## src/rtl/ram_arb_2p.sv

```systemverilog
// Two-port arbiter sharing a 64x16 single-port RAM (registered read address, write-first).
// Default build is round-robin; define RAM_ARB_FIXED_PRIO_EN for port-0 priority with a port-1 starvation guard.
module ram_arb_2p #(
  parameter int AW       = 6,
  parameter int DW       = 16,
  parameter int MAX_WAIT = 4
) (
  input  logic          clk,
  input  logic          rst_n,
  input  logic          req0,
  input  logic          req1,
  input  logic          we0,
  input  logic          we1,
  input  logic [AW-1:0] a0,
  input  logic [AW-1:0] a1,
  input  logic [DW-1:0] di0,
  input  logic [DW-1:0] di1,
  output logic          gnt0,
  output logic          gnt1,
  output logic          rvalid0,
  output logic          rvalid1,
  output logic [DW-1:0] rdata,
  output logic          ram_en,
  output logic          ram_we,
  output logic [AW-1:0] ram_a,
  output logic [DW-1:0] ram_di,
  input  logic [DW-1:0] ram_do
);

  if (AW != 6 || MAX_WAIT < 1) begin : g_cfg_err
    $error("ram_arb_2p: AW must be 6 and MAX_WAIT at least 1");
  end

  logic prio_q, prio_d;
  logic rvalid0_q, rvalid1_q;
  logic pick1;

`ifdef RAM_ARB_FIXED_PRIO_EN
  localparam int WW = $clog2(MAX_WAIT + 1);
  logic [WW-1:0] wait_q, wait_d;

  // prio_q stays 0 here, so contention is decided by the starvation counter alone.
  assign pick1  = prio_q | (wait_q == WW'(MAX_WAIT));
  assign prio_d = 1'b0;

  always_comb begin
    wait_d = wait_q;
    if (gnt1)      wait_d = '0;
    else if (req1) wait_d = wait_q + 1'b1;
  end

  always_ff @(posedge clk or negedge rst_n) begin
    if (!rst_n) wait_q <= '0;
    else        wait_q <= wait_d;
  end
`else
  assign pick1 = prio_q;

  always_comb begin
    prio_d = prio_q;
    if (gnt0)      prio_d = 1'b1;
    else if (gnt1) prio_d = 1'b0;
  end
`endif

  always_comb begin
    gnt0 = req0;
    gnt1 = req1;
    if (req0 && req1) begin
      gnt0 = !pick1;
      gnt1 = pick1;
    end
  end

  assign ram_en = gnt0 | gnt1;
  assign ram_we = gnt1 ? we1 : (gnt0 & we0);
  assign ram_a  = gnt1 ? a1  : a0;
  assign ram_di = gnt1 ? di1 : di0;

  // Read data comes straight from the RAM; rvalid tags which port owns it.
  always_ff @(posedge clk or negedge rst_n) begin
    if (!rst_n) begin
      prio_q    <= 1'b0;
      rvalid0_q <= 1'b0;
      rvalid1_q <= 1'b0;
    end else begin
      prio_q    <= prio_d;
      rvalid0_q <= gnt0 & ~we0;
      rvalid1_q <= gnt1 & ~we1;
    end
  end

  assign rvalid0 = rvalid0_q;
  assign rvalid1 = rvalid1_q;
  assign rdata   = ram_do;

endmodule

```

## config.mk

```make
export PLATFORM = sky130hd
export DESIGN_NAME = ram_arb_2p
export DESIGN_NICKNAME = d
export VERILOG_FILES = /design/src/rtl/ram_arb_2p.sv
export SDC_FILE = /design/constraint.sdc
export NUM_CORES = 1
export LEC_CHECK = 0
export BUFFER_PORTS_ARGS = -buffer_cell sky130_fd_sc_hd__buf_2
export CAP_MARGIN = 40
export CORE_MARGIN = 2
export CORE_UTILIZATION = 26
export CTS_CLUSTER_SIZE = 16
export DETAILED_ROUTE_END_ITERATION = 16
export PLACE_DENSITY = 0.88
export SYNTH_ARGS = -nofsm -noshare
export SYNTH_HDL_FRONTEND = slang
export SYNTH_SLANG_ARGS = --single-unit
```

## constraint.sdc

```tcl
create_clock -name clk -period 1.8 [get_ports clk]
set_input_delay 0.54 -clock clk [delete_from_list [all_inputs] [get_ports clk]]
set_output_delay 0.54 -clock clk [all_outputs]
set_load 0.01 [all_outputs]
```

# Yosys cells after proc, flatten, opt, wreduce, memory -nomap -nowiden
# Index checks and enable logic that the tools add are counted.
dict set report totals {
  register_bits 3
  input_bits 66
  output_inout_bits 44
}
dict set report op_classes {
  muxes 7
  bitwise 6
  n_reduce_logical 3
}
# operator count
set op_table {}
lappend op_table {{two-way mux 16 bit} 1}
lappend op_table {{two-way mux 6 bit} 1}
lappend op_table {{two-way mux 1 bit} 5}
lappend op_table {{bitwise AND 1 bit} 3}
lappend op_table {{NOT 1 bit} 2}
lappend op_table {{nonzero test 2 bit} 1}
lappend op_table {{logical AND 1 bit} 1}
lappend op_table {{logical NOT 1 bit} 1}
lappend op_table {{bitwise OR 1 bit} 1}

# Depth between registers and ports, before layout
dict set report depth {
  depth_word 4
  mapped_depth 5
}

# Worst setup path before layout
# No wires, ideal clock.
dict set report synth_timing {
  path_type {input port to output port}
  startpoint {input req0}
  endpoint {output ram_we}
  arrival_time_ps 1175
  t_required_ps 1260
  slack_ps 85
  cell_stages 2
  n_path_buf 0
  path_cell_list {a21boi_0 > a22o_1}
}
dict set report synth_via {
  elab_chain_len 4
  word_cells_on_any_way 5
  cone_classes {mux (3); bitwise (1); reduce/logical (1)}
}
# element line
set synth_lines {}
lappend synth_lines {{start: declaration} 10} ;# input logic req0,
lappend synth_lines {{logical AND 1 bit} 69} ;# if (req0 && req1) begin
lappend synth_lines {{two-way mux 1 bit} 69}
lappend synth_lines {{bitwise AND 1 bit} 76} ;# assign ram_we = gnt1 ? we1 : (gnt0 & we0);
lappend synth_lines {{two-way mux 1 bit (*)} 76}
lappend synth_lines {{end: declaration} 24} ;# output logic ram_we,
# Every way passes the cells marked *; elsewhere a longest branch is shown, timed or not.

# Worst setup path in the final report
dict set report layout_timing {
  startpoint {register prio_q, in the netlist pick1}
  endpoint {output ram_a[5]}
}
dict set report layout_via {
  elab_chain_len 2
}
# element line
set layout_lines {}
lappend layout_lines {{start: declaration} 34} ;# logic prio_q, prio_d;
lappend layout_lines {{start signal: assignment} 87} ;# prio_q <= prio_d;
lappend layout_lines {{two-way mux 1 bit} 69}
lappend layout_lines {{two-way mux 6 bit} 77} ;# assign ram_a = gnt1 ? a1 : a0;
lappend layout_lines {{end: declaration} 25} ;# output logic [AW-1:0] ram_a,
# Every way passes these cells.

==> out/metrics.cfg <==
[clock_network]
clockRootBuffer = clkbuf_4
cts-buffers-inserted = 3
cts_max_level = 1
insertion_delay_ns = 0.23
cts_hold_buffers = 0
cts.sinks = 3
path_clk_slew_ns = 0.04
cts_tree = done
cts_buffer_depth = 2

[global_routing]
grt_use_total = 0.131
grt_overflow = 0
grt_antenna_before_repair = 0
grt_pass1_vias = 644
grt_pass1_wl_microns = 2680
grt_max_degree = 9

[critical_path]
crit_fanout = 8
arrival_ns = 1.47
start_kind = flop
endpoint = ram_a[5]
crit_required_ns = 1.26
reg2reg_slack_ns = 0.84
cp-end-kind = primary output
crit_type = reg2out
timing.rr.end = rvalid1$_DFF_PN0_
rr_worst_depth = 4
cp-startpoint = pick1$_DFFE_PN0P_
r2r-start = pick1$_DFFE_PN0P_

[placed_design]
dp_cells = 144
dp_hpwl_microns = 1700
place_congestion = 0.714
port_buffers = 77
dp_slack_ns = -0.168

[sta]
worst_pin_slew_ns = 0.300
setup_tns_ns = -4.52
fmax_mhz = 498
finalHoldViolations = 0
skew_ns = 0.00162
slew_violations = 0
period_share = 1.12
period_needed_ns = 2.01
timing.slew.headroom = 0.798
setup_ws_ns = -0.209
final-setup-viol-count = 25
rsz0062_at_grt = yes

[floorplan]
fp.dieW_microns = 52.2
core_area_sq_um = 2210
start_util = 0.273
io_pins = 110
die_h_microns = 52.2
die_area_sq_um = 2720
rows = 17

[cells_and_area]
final_cell_mix = buf_2, buf_6, mux2_4, clkbuf_4, dfrtp_1
drive_gt1_frac = 0.918
nets = 189
area_growth_pct = 95.2
seq_area_sq_um = 75.1
n_fill_cell = 194
diodes = 0
final_common_cell = buf_2
fin_util = 0.532
fin_cells = 150
multi_input_area_sq_um = 402

[logic_synthesis]
seq_area_frac_synth = 0.124
ys_ff_latch = 3
synth_cell_types = 15
yosysWarnings = 0
syn_inst = 53
yosys-top-cells-area = mux2_4, buf_4, dfrtp_1
synth_top_cell_by_area = mux2_4
syn_area_per_cell_sq_um = 11.4
synth_area_sq_um = 603
synth_fp_nets = 119
netlist.area_leader.share = 0.448

[route]
drc = 0
vias = 639
avgRoutedWirePerCell_microns = 12.7
vias_per_cell = 4.26
wl_microns = 1910
final_antenna_net_count = 0
dr.pass1.iters = 2
drtIter0Drc = 2

[power]
leakagePower_nw = 0.683
ir_worst_vdd_mv = 0.259
cellPowerDensity_nw_per_um2 = 492

[status]
outcome = finished, violations left
violations = negative setup slack

[worst_hold_path]
hold_class = in2async

[run]
maxCapViolCount = 0

==> worst min path at each step <==
stage / start / end / slack, ns / cells after the start
2_1_floorplan: rst_n / pick1$_DFFE_PN0P_ / 0.24 / 0
3_3_place_gp: rst_n / rvalid1$_DFF_PN0_ / 0.34 / 1
3_5_place_dp: rst_n / rvalid0$_DFF_PN0_ / 0.34 / 1
4_1_cts: rst_n / rvalid0$_DFF_PN0_ / 0.09 / 1
5_1_grt: rst_n / rvalid0$_DFF_PN0_ / 0.09 / 1
6_report: rst_n / rvalid0$_DFF_PN0_ / 0.09 / 1
==> worst max-delay path, cell delays in order, from the launching register on <==
cell and delay, ns:
dfrtp_1 0.39, nand2b_4 0.18, nand2_8 0.10, buf_12 0.14, mux2_4 0.30, buf_6 0.12
==> where the power goes <==
part           internal, mW  switching (mW)  leakage [nW]  total [mW]
clock network        0.0830          0.0341        0.0150       0.117
registers            0.0739         0.00363        0.0383      0.0775
logic                 0.250           0.134         0.630       0.384
==> sequential cells by signal (all words and copies together) (netlist names) <==
name,cells
rvalid0,1
rvalid1,1
pick1,1
==> final cells by class <==
| cell class | instances | share of cell area |
|---|---|---|
| well taps | 28 | 0.0298 |
| repair buffers | 83 | 0.532 |
| clock buffers | 4 | 0.0223 |
| flip-flops and latches | 3 | 0.0638 |
| multi-input cells | 30 | 0.341 |
| inverters | 2 | 0.0106 |
==> per-layer routing <==
| metal | wire [microns] | global-route usage |
|---|---|---|
| met5 | 0 | 0 |
| met2 | 1110 | 0.255 |
| met4 | 18 | 0.0769 |
| met1 | 554 | 0.123 |
| met3 | 233 | 0.0287 |
==> cell usage after synthesis <==
master / number
o21ai_0: 1
nand2_4: 1
nor2_1: 1
buf_6: 2
a21boi_0: 1
a22o_1: 1
dfrtp_1: 3
mux2_4: 18
inv_1: 1
nand2b_4: 1
buf_4: 16
or2_2: 1
mux2_2: 4
inv_2: 1
nor2b_1: 1
==> kinds of logic after synthesis <==
group / synth area share
simple gates: 0.0685
flops: 0.124
buf+inv: 0.249
mux: 0.523
compound gates: 0.0353
==> metrics by stage <==
step | power [mW] | instance area [sq um] | hold slack, ns
floorplan | 0.272 | 603 | 0.244
global placement | 0.363 | 936 | 0.335
detailed placement | 0.368 | 936 | 0.336
CTS | 0.582 | 1160 | 0.0894
global route | 0.611 | 1180 | 0.0906
finish | 0.579 | 1180 | 0.0949
==> what timing repair did <==
action                                 in CTS  in global routing
gates resized for setup                    30                  3
buffers inserted                            1                  0
pin swaps                                   2                  0
setup endpoints to repair                  23                 25
cloned                                      1                  0
endpoints found under the hold margin       0                  0
No activity file was read; power rests on OpenSTA's default activity.
